$ cat src/rtl/prog_loader.sv
// Byte-stream program loader: packs byte pairs into 16-bit words, writes them to the
// instruction SRAM, verifies a trailing XOR checksum and only then releases the CPU.
module prog_loader #(
    parameter int ADDR_W = 4,
    parameter int DATA_W = 16
) (
    input  logic              clk,
    input  logic              rst,
    input  logic              start_i,
    input  logic              in_valid_i,
    input  logic [7:0]        in_data_i,
    output logic              in_ready_o,
    output logic [ADDR_W-1:0] mem_addr_o,
    output logic [DATA_W-1:0] mem_wdata_o,
    output logic              mem_we_o,
    output logic              mem_sel_o,
    output logic              cpu_hold_o,
    output logic              busy_o,
    output logic              done_o,
    output logic              err_o
);

    typedef enum logic [2:0] {
        S_IDLE, S_LO, S_HI, S_WR, S_CSUM, S_DONE, S_ERR
    } state_e;

    state_e              state_q, state_d;
    logic [ADDR_W-1:0]   cnt_q, cnt_d;
    logic [7:0]          lo_q, lo_d;
    logic [7:0]          xor_q, xor_d;
    logic [ADDR_W-1:0]   addr_q, addr_d;
    logic [DATA_W-1:0]   wdata_q, wdata_d;
    logic                ready;
    logic                xfer;

    assign xfer = in_valid_i & ready;

    // NOTE: sequential state uses non-blocking (<=) so every register samples pre-edge values.
    always_ff @(posedge clk or negedge rst) begin
        if (!rst) begin
            state_q <= S_IDLE;
            cnt_q   <= '0;
            lo_q    <= '0;
            xor_q   <= '0;
            addr_q  <= '0;
            wdata_q <= '0;
        end else begin
            state_q <= state_d;
            cnt_q   <= cnt_d;
            lo_q    <= lo_d;
            xor_q   <= xor_d;
            addr_q  <= addr_d;
            wdata_q <= wdata_d;
        end
    end

    // NOTE: every signal gets a default first, so no path through the case can infer a latch.
    always_comb begin
        state_d = state_q;
        cnt_d   = cnt_q;
        lo_d    = lo_q;
        xor_d   = xor_q;
        addr_d  = addr_q;
        wdata_d = wdata_q;
        unique case (state_q)
            S_IDLE, S_DONE, S_ERR: begin
                if (start_i) begin
                    cnt_d   = '0;
                    xor_d   = '0;
                    state_d = S_LO;
                end
            end
            S_LO: begin
                if (xfer) begin
                    lo_d    = in_data_i;
                    xor_d   = xor_q ^ in_data_i;
                    state_d = S_HI;
                end
            end
            S_HI: begin
                if (xfer) begin
                    xor_d   = xor_q ^ in_data_i;
                    wdata_d = {in_data_i, lo_q};
                    addr_d  = cnt_q;
                    state_d = S_WR;
                end
            end
            S_WR: begin
                cnt_d   = cnt_q + 1'b1;
                state_d = (addr_q == '1) ? S_CSUM : S_LO;
            end
            S_CSUM: begin
                if (xfer) state_d = (in_data_i == xor_q) ? S_DONE : S_ERR;
            end
            default: state_d = S_IDLE;
        endcase
    end

    // All status outputs are plain decodes of the state register, hence glitch-free levels.
    always_comb begin
        ready      = (state_q == S_LO) || (state_q == S_HI) || (state_q == S_CSUM);
        busy_o     = (state_q == S_LO) || (state_q == S_HI) || (state_q == S_WR) ||
                     (state_q == S_CSUM);
        in_ready_o = ready;
        mem_we_o   = (state_q == S_WR);
        mem_sel_o  = busy_o;
        cpu_hold_o = (state_q != S_DONE);
        done_o     = (state_q == S_DONE);
        err_o      = (state_q == S_ERR);
        mem_addr_o  = addr_q;
        mem_wdata_o = wdata_q;
    end

endmodule

$ cat config.mk
export PLATFORM = sky130hd
export DESIGN_NAME = prog_loader
export DESIGN_NICKNAME = d
export VERILOG_FILES = /design/src/rtl/prog_loader.sv
export SDC_FILE = /design/constraint.sdc
export NUM_CORES = 1
export LEC_CHECK = 0
export BUFFER_PORTS_ARGS = -buffer_cell sky130_fd_sc_hd__buf_4
export CAP_MARGIN = 40
export CORE_MARGIN = 5
export CORE_UTILIZATION = 59
export CTS_CLUSTER_SIZE = 30
export DETAILED_ROUTE_END_ITERATION = 6
export PLACE_DENSITY = 0.94
export SETUP_SLACK_MARGIN = 0.1
export SYNTH_ARGS = -nofsm -noshare
export SYNTH_HDL_FRONTEND = slang
export SYNTH_SLANG_ARGS = --single-unit
export TNS_END_PERCENT = 10
$ cat constraint.sdc
create_clock -name clk -period 2.8 [get_ports clk]
set_input_delay 0.56 -clock clk [delete_from_list [all_inputs] [get_ports clk]]
set_output_delay 0.56 -clock clk [all_outputs]
set_load 0.1 [all_outputs]
# After elaboration in Yosys (flattened, before gate mapping)
# Index checks and enable logic that the tools add are counted.
# totals
regBits	43
# classes
addsub	1
eq_ne	14
n_mux	12
bitwise_logic	2
n_reduce_logical	14
# ops
cell	n
2-to-1 mux 8 bit	2
case mux 8 bit (2 select lines)	1
2-to-1 mux 3 bit	5
case mux 3 bit (5 select lines)	1
equality test 3 bit, second input constant	3
equality test 8 bit	1
inequality test 2 bit, second input constant	4
case mux 4 bit (2 select lines)	1
XOR 8 bit	1
equality test 3 x 2 -> 1 bit, second input constant	2
AND reduction 2 bit	3
adder 4 x 1 -> 4 bit, second input constant	1
equality test 4 bit, second input constant	1
logical OR 1 bit	4
2-to-1 mux 4 bit	1
AND reduction 4 bit	1
nonzero test 2 bit	2
equality test 3 x 1 -> 1 bit, second input constant	1
zero test 3 bit	1
inequality test 3 bit, second input constant	1
AND reduction 3 bit	1
OR reduction 3 bit	1
2-to-1 mux 2 bit	1
inequality test 2 x 1 -> 1 bit, second input constant	1
other kinds (2)	2

# Logic depth before layout (Yosys ltp)
# Gate-level depths: netlist of the first run.
# logic_depth
ltp_word	6
ltp_mapped	6
ltp_nobuf	4

# Worst setup path before layout of the first run
# No wires, ideal clock.
# synth_path
path_type	reg2out
from	reg state_q[1]
to	out cpu_hold_o
arrival_ps	4242
t_required_ps	2240
setup_slack_ps	-2002
stages_incl_launch_ff	5
path_cell_list	dfrtp_1 -> clkbuf_1 -> clkbuf_1 -> nor3_1 -> inv_1
# synth_via
elab_chain_cells	1
# synth_lines
item	line_no	rtl
start, declared	27	state_e state_q, state_d;
start signal, assigned	48	state_q <= state_d;
inequality test 3 bit	107	cpu_hold_o = (state_q != S_DONE);
end, declared	17	output logic cpu_hold_o,
# No other way between the ends.

# Final worst setup path of the first run
# layout_path
from	reg state_q[2]
to	out busy_o
# layout_via
elab_chain_cells	4
word_cells_on_any_way	7
# layout_lines
item	line_no	rtl
equality test 3 x 1 -> 1 bit or equality test 3 x 2 -> 1 bit (tied branches)	102	busy_o = (state_q == S_LO) || (state_q == S_HI) || (state_q == S_WR) ||
logical OR 1 bit (2 in series)	102	
logical OR 1 bit *	102	
end, declared	18	output logic busy_o,
# Every way passes the cells marked *; elsewhere a longest branch is shown, timed or not.

==> results.cfg, run 1 <==
[routing]
num_vias = 1657
detail_route.wl_per_cell_um = 16.48
detail-route-antenna-nets = 0
drt_wl_total_um = 4613
viasPerCell = 5.918
drt_first_iter_violations = 103
drc = 0
detail_route.first_pass.iterations = 4

[yosys]
synth.avg_cell_area_um2 = 11.22
synth_largest_area_cell = sky130_fd_sc_hd__dfrtp_1
synth-edff-count = 0
synth.top_cells.by_count = 43 x sky130_fd_sc_hd__dfrtp_1, 28 x sky130_fd_sc_hd__mux2_2, 14 x sky130_fd_sc_hd__nand2b_1, 12 x sky130_fd_sc_hd__o21ai_0, 9 x sky130_fd_sc_hd__nor3_1
yosys_register_bits = 43
ys.flop_type = sky130_fd_sc_hd__dfrtp_1
synth.yosys.warnings = 0
synth_fp_nets = 206
synthesis.area_mm2 = 0.002166
ys_async_sr_fraction = 1.000
synth_sequential_area_ratio = 0.4968
synthDominantCellAreaShare = 0.4968
ys_top_cells_by_area = sky130_fd_sc_hd__dfrtp_1 50%, sky130_fd_sc_hd__mux2_2 15%, sky130_fd_sc_hd__nand2b_1 4.0%
synth.lib_cells_used.distinct = 43
netlist_instances = 193
yosys.cell_count.top_type = sky130_fd_sc_hd__dfrtp_1

[setup_path]
worstSetupStartpointType = register
critical_path_at_ps = 2000
timing.critical_path.max_delay_family = buffers and inverters
slowest_delay_ps = 500
worst_setup_path_end_kind = primary output
crit_chain = inv_1 -> nor2_1 -> o31a_2 -> or2_2 -> buf_4
biggest_fanout_along_the_worst_timing_path = 8
critPathBufInv = 2
worstPathRequired_ps = 2240
timing_worst_setup_path_type = reg -> out
critical-path-slowest-cell = sky130_fd_sc_hd__dfrtp_1

[final_layout]
final_cell_area_mm2 = 0.002599
drive_gt1_frac = 0.4095
antenna_cells_inserted = 0
final_nets = 244
area_growth_syn_to_layout_pct = 19.99

[floorplanning]
die_area_mm2 = 0.004982
fp.coreArea_mm2 = 0.003606
die_width_um = 70.59
die_h_um = 70.59
num_io_pins = 39
fp-row-count = 22
start_util = 0.6006

[sta]
finalWorstPathRequiredPeriod_ps = 2565
hold_violations = 0
worst-slew-pin-transition_ps = 722.5
worst_slew_margin_rel = 0.5163
period_share = 0.9159
finalMaxSlewViolations = 0
timing.final.setup_violations = 0
rsz0062_at_grt = no
skew_ps = 13.65
max_clock_freq_ghz = 0.3899

[clocking]
clk_latency_ps = 300
cts.path.max_buffers = 2
ctsHtreeMaxLevel = 2
path_clk_slew_ps = 90
cts_buffers = 5
buffer_cell_driving_the_clock_tree_root = sky130_fd_sc_hd__clkbuf_8
tritoncts = done
cts_hold_buffers = 0
numClockSinks = 43

[grt]
groute.usage.overall = 0.1964
grt_start_max_net_pins = 44
grt-ovfl-total = 0
vias_in_the_first_global_route = 1602
wire_length_of_the_first_global_routing_pass_um = 7748
antenna_violations_before_repair = 0

[min_path]
hold_path.class = in -> async

[placed_design]
placement.io_buffers = 38
dpl-instance-area_mm2 = 0.002514
place.detailed.hpwl_um = 3076
gpl.final_weighted_congestion = 0.8516

[job]
drv_cap = 0

[status]
run_status = complete, no violations
-- kinds of logic (layout without fill, tap and decap cells) --
logic type | after synthesis | in the layout | share of synthesized area
AOI/OAI and AO/OA | 43 | 43 | 0.1358
adders and majority gates | 2 | 2 | 0.01040
muxes | 31 | 31 | 0.1594
xor gates and xnor gates | 2 | 2 | 0.01156
and+or+nand+nor | 55 | 55 | 0.1496
DFF | 43 | 43 | 0.4968
buffers and inverters | 17 | 56 | 0.03639
-- worst register-to-register path: cells and delay by family, from the launching register on --
| kind | cells | cell delay (ps) |
|---|---|---|
| buffers and inverters | 1 | 270 |
| AO/OA/AOI/OAI | 2 | 410 |
| flip-flops | 1 | 560 |
| AND/OR/NAND/NOR | 2 | 840 |
-- timing repair --
item	CTS	global route
setup endpoints to repair	0	2
hold endpoints to repair	0	0
gates resized for setup	0	1
buffers inserted	0	0
-- routing by layer --
layer	share of wire	vias up	wire (um)	GRT usage
li1	-	769	-	-
met5	0	-	0	0
met1	0.42	825	1954	0.2621
met3	0.054	9	250	0.03551
met4	0.019	0	89	0.08768
met2	0.50	54	2319	0.3150
-- area by class of cell --
cell class	instances	area [um^2]
flip-flops and latches	43	1077
multi-input cells	133	1023
inverters	6	26.28
clock inverters	3	15.01
repair buffers	42	327.8
clock buffers	5	68.82
well taps	48	60.06
fillers	257	1007
-- worst paths after layout --
kind | to | from | slack [ps] | depth (start not counted)
min reg2reg | lo_q[7]$_DFFE_PN0P_ | lo_q[7]$_DFFE_PN0P_ | 510 | 1
max reg2reg | xor_q[3]$_DFFE_PN0P_ | state_q[1]$_DFFE_PN0P_ | 650 | 5
max in group asynchronous | state_q[0]$_DFFE_PN0P_ | rst | 2180 | 1
min | cnt_q[3]$_DFFE_PN0P_ | rst | 230 | 1
max | busy_o | state_q[2]$_DFFE_PN0P_ | 240 | 5
min in group clk | lo_q[7]$_DFFE_PN0P_ | lo_q[7]$_DFFE_PN0P_ | 510 | 1
-- state kept, by name, summed over array words and instances (netlist names) --
register	flops
cnt_q	4
lo_q	8
mem_addr_o	4
mem_wdata_o	16
state_q	3
xor_q	8
-- stage by stage --
stage / std cells / util / setup TNS (ps) / hold slack (ps) / setup slack, ps
after floorplan: 193 / - / -187.7 / 264.4 / -118.8
after global placement: 272 / 0.6971 / 0 / 483.5 / 619.7
after detailed placement: 272 / 0.6971 / 0 / 491.9 / 536.5
after CTS: 280 / 0.7203 / 0 / 251.8 / 196.8
after global routing: 280 / 0.7207 / 0 / 276.2 / 165.1
final: 280 / 0.7207 / 0 / 228.7 / 235.5
-- layout by cell type, fill, tap and decap left out, drive strengths merged, types with 4 or more instances in the layout --
| cell type | n |
|---|---|
| nand2 | 6 |
| nor2 | 5 |
| nand3 | 4 |
| inv | 5 |
| clkbuf | 5 |
| nand2b | 14 |
| dfrtp | 43 |
| a21oi | 8 |
| o21ai | 20 |
| nor2b | 4 |
| buf | 42 |
| nor3 | 9 |
| mux2 | 28 |
Power of run 1 is left out: the tool's default activity adds up to more than one toggle a clock period on the data nets, which glitch-free logic cannot reach.
==> run 2: changes to the inputs <==
Settings changed: CORE_UTILIZATION 59 to 43, PLACE_DENSITY 0.94 to 0.74.
==> run 2 against run 1 <==
Cell area increased by 0.72%. Worst setup slack improved by 41 ps. Critical endpoint is now mem_sel_o. Sequential cell count unchanged. Largest cell class unchanged.
==> results.cfg, run 2 (synthesis results as in run 1) <==
[routing]
detail-route-antenna-nets = 0
drt_first_iter_violations = 155
detail_route.first_pass.iterations = 4
drc = 0
num_vias = 1553
detail_route.wl_per_cell_um = 14.29
viasPerCell = 5.177
drt_wl_total_um = 4287

[placed_design]
placement.io_buffers = 38
gpl.final_weighted_congestion = 0.9321
place.detailed.instances = 292
dpl-instance-area_mm2 = 0.002532
place.detailed.hpwl_um = 3013

[setup_path]
worstPathRequired_ps = 2240
timing_worst_setup_path_type = reg -> out
crit_chain = nor2b_1 -> o31a_2 -> or2_2 -> buf_4
slowest_delay_ps = 540
regToRegStartpoint = state_q[0]$_DFFE_PN0P_
worstSetupStartpointType = register
crit-reg2reg-capture = lo_q[3]$_DFFE_PN0P_
timing.critical_path.max_delay_family = flip-flops
biggest_fanout_along_the_worst_timing_path = 14
critical_path_at_ps = 1960
critPathBufInv = 1
r2r.worst_path.cells = 3
critical-path-slowest-cell = sky130_fd_sc_hd__dfrtp_1
ff2ff_setup_slack_ps = 680
worst_setup_path_end_kind = primary output

[final_layout]
number_of_flip_flops_under_the_largest_register_name = 16
instances_no_fill = 300
antenna_cells_inserted = 0
final_nets = 245
final_cell_mix = 43 x sky130_fd_sc_hd__dfrtp_1, 43 x sky130_fd_sc_hd__buf_4, 28 x sky130_fd_sc_hd__mux2_2, 14 x sky130_fd_sc_hd__nand2b_1, 12 x sky130_fd_sc_hd__o21ai_0
area_growth_syn_to_layout_pct = 20.85
drive_gt1_frac = 0.4034
final_cell_area_mm2 = 0.002618

[sta]
timing.final.setup_violations = 0
setup_tns_ps = 0
max_clock_freq_ghz = 0.3963
finalWorstPathRequiredPeriod_ps = 2523
skew_ps = 5.764
fin_worst_hold_slack_ps = 236.5
period_share = 0.9012
worst_slew_margin_rel = 0.5539
finalMaxSlewViolations = 0
rsz0062_at_grt = no
worst-slew-pin-transition_ps = 666.4
hold_violations = 0

[status]
run_status = complete, no violations

[clocking]
ctsHtreeMaxLevel = 2
clk_latency_ps = 290
buffer_cell_driving_the_clock_tree_root = sky130_fd_sc_hd__clkbuf_8
cts_setup_buffers = 0
numClockSinks = 43
postCtsResizedCells = 0
cts_buffers = 5
tritoncts = done
path_clk_slew_ps = 80
cts_hold_buffers = 0
cts.path.max_buffers = 2

[floorplanning]
fp-row-count = 25
fp.coreArea_mm2 = 0.004817
num_io_pins = 39
start_util = 0.4496
die_width_um = 80.97
die_h_um = 80.97
die_area_mm2 = 0.006556

[grt]
groute.usage.overall = 0.1463
grt_start_max_net_pins = 44
grt-ovfl-total = 0
vias_in_the_first_global_route = 1552
antenna_violations_before_repair = 0
wire_length_of_the_first_global_routing_pass_um = 7383

[job]
drv_cap = 0

[min_path]
hold_path.class = in -> async
==> run 2: cell types whose count changed in the layout (fill, tap and decap cells not counted), sizes merged <==
cell	previous run	this run
buf	42	43
clkbuf	5	6
clkinv	3	1
clkinvlp	1	2
==> run 2: area by class of cell <==
class	count	area (um^2)
clock buffers	6	72.57
multi-input cells	133	1023
flip-flops and latches	43	1076
clock inverters	2	12.51
fillers	449	2200
inverters	6	26.28
well taps	67	83.83
repair buffers	43	322.8
==> run 2: worst reg2reg max path, cell delays in order, from the launching register on <==
cell and delay (ps):
sky130_fd_sc_hd__dfrtp_1 620, sky130_fd_sc_hd__inv_1 300, sky130_fd_sc_hd__nor4b_4 680, sky130_fd_sc_hd__mux2_2 410
==> run 2: how the worst max path moves through the flow <==
| stage | slack [ps] | endpoint | depth (start not counted) | startpoint |
|---|---|---|---|---|
| 3_5_place_dp | 590 | mem_sel_o | 4 | state_q[0]$_DFFE_PN0P_ |
| 4_1_cts | 270 | mem_sel_o | 4 | state_q[0]$_DFFE_PN0P_ |
| 5_1_grt | 180 | mem_sel_o | 5 | state_q[0]$_DFFE_PN0P_ |
| 2_1_floorplan | -120 | cpu_hold_o | 4 | state_q[1]$_DFFE_PN0P_ |
| 3_3_place_gp | 630 | mem_sel_o | 4 | state_q[0]$_DFFE_PN0P_ |
| 6_report | 280 | mem_sel_o | 4 | state_q[0]$_DFFE_PN0P_ |
==> run 2: routing by layer <==
layer / share of wire / up-vias / global-route usage
li1: - / 778 / -
met1: 0.44 / 735 / 0.1882
met2: 0.50 / 35 / 0.2356
met3: 0.044 / 5 / 0.03326
met4: 0.019 / 0 / 0.06419
met5: 0 / - / 0
==> run 2: per-stage QoR <==
stage / worst slack [ps] / util
detailed placement: 590.8 / 0.5257
CTS: 269.0 / 0.5434
floorplan: -118.8 / -
finish: 276.7 / 0.5434
global placement: 627.9 / 0.5257
global route: 176.0 / 0.5434
Power of run 2 is left out for the same reason.
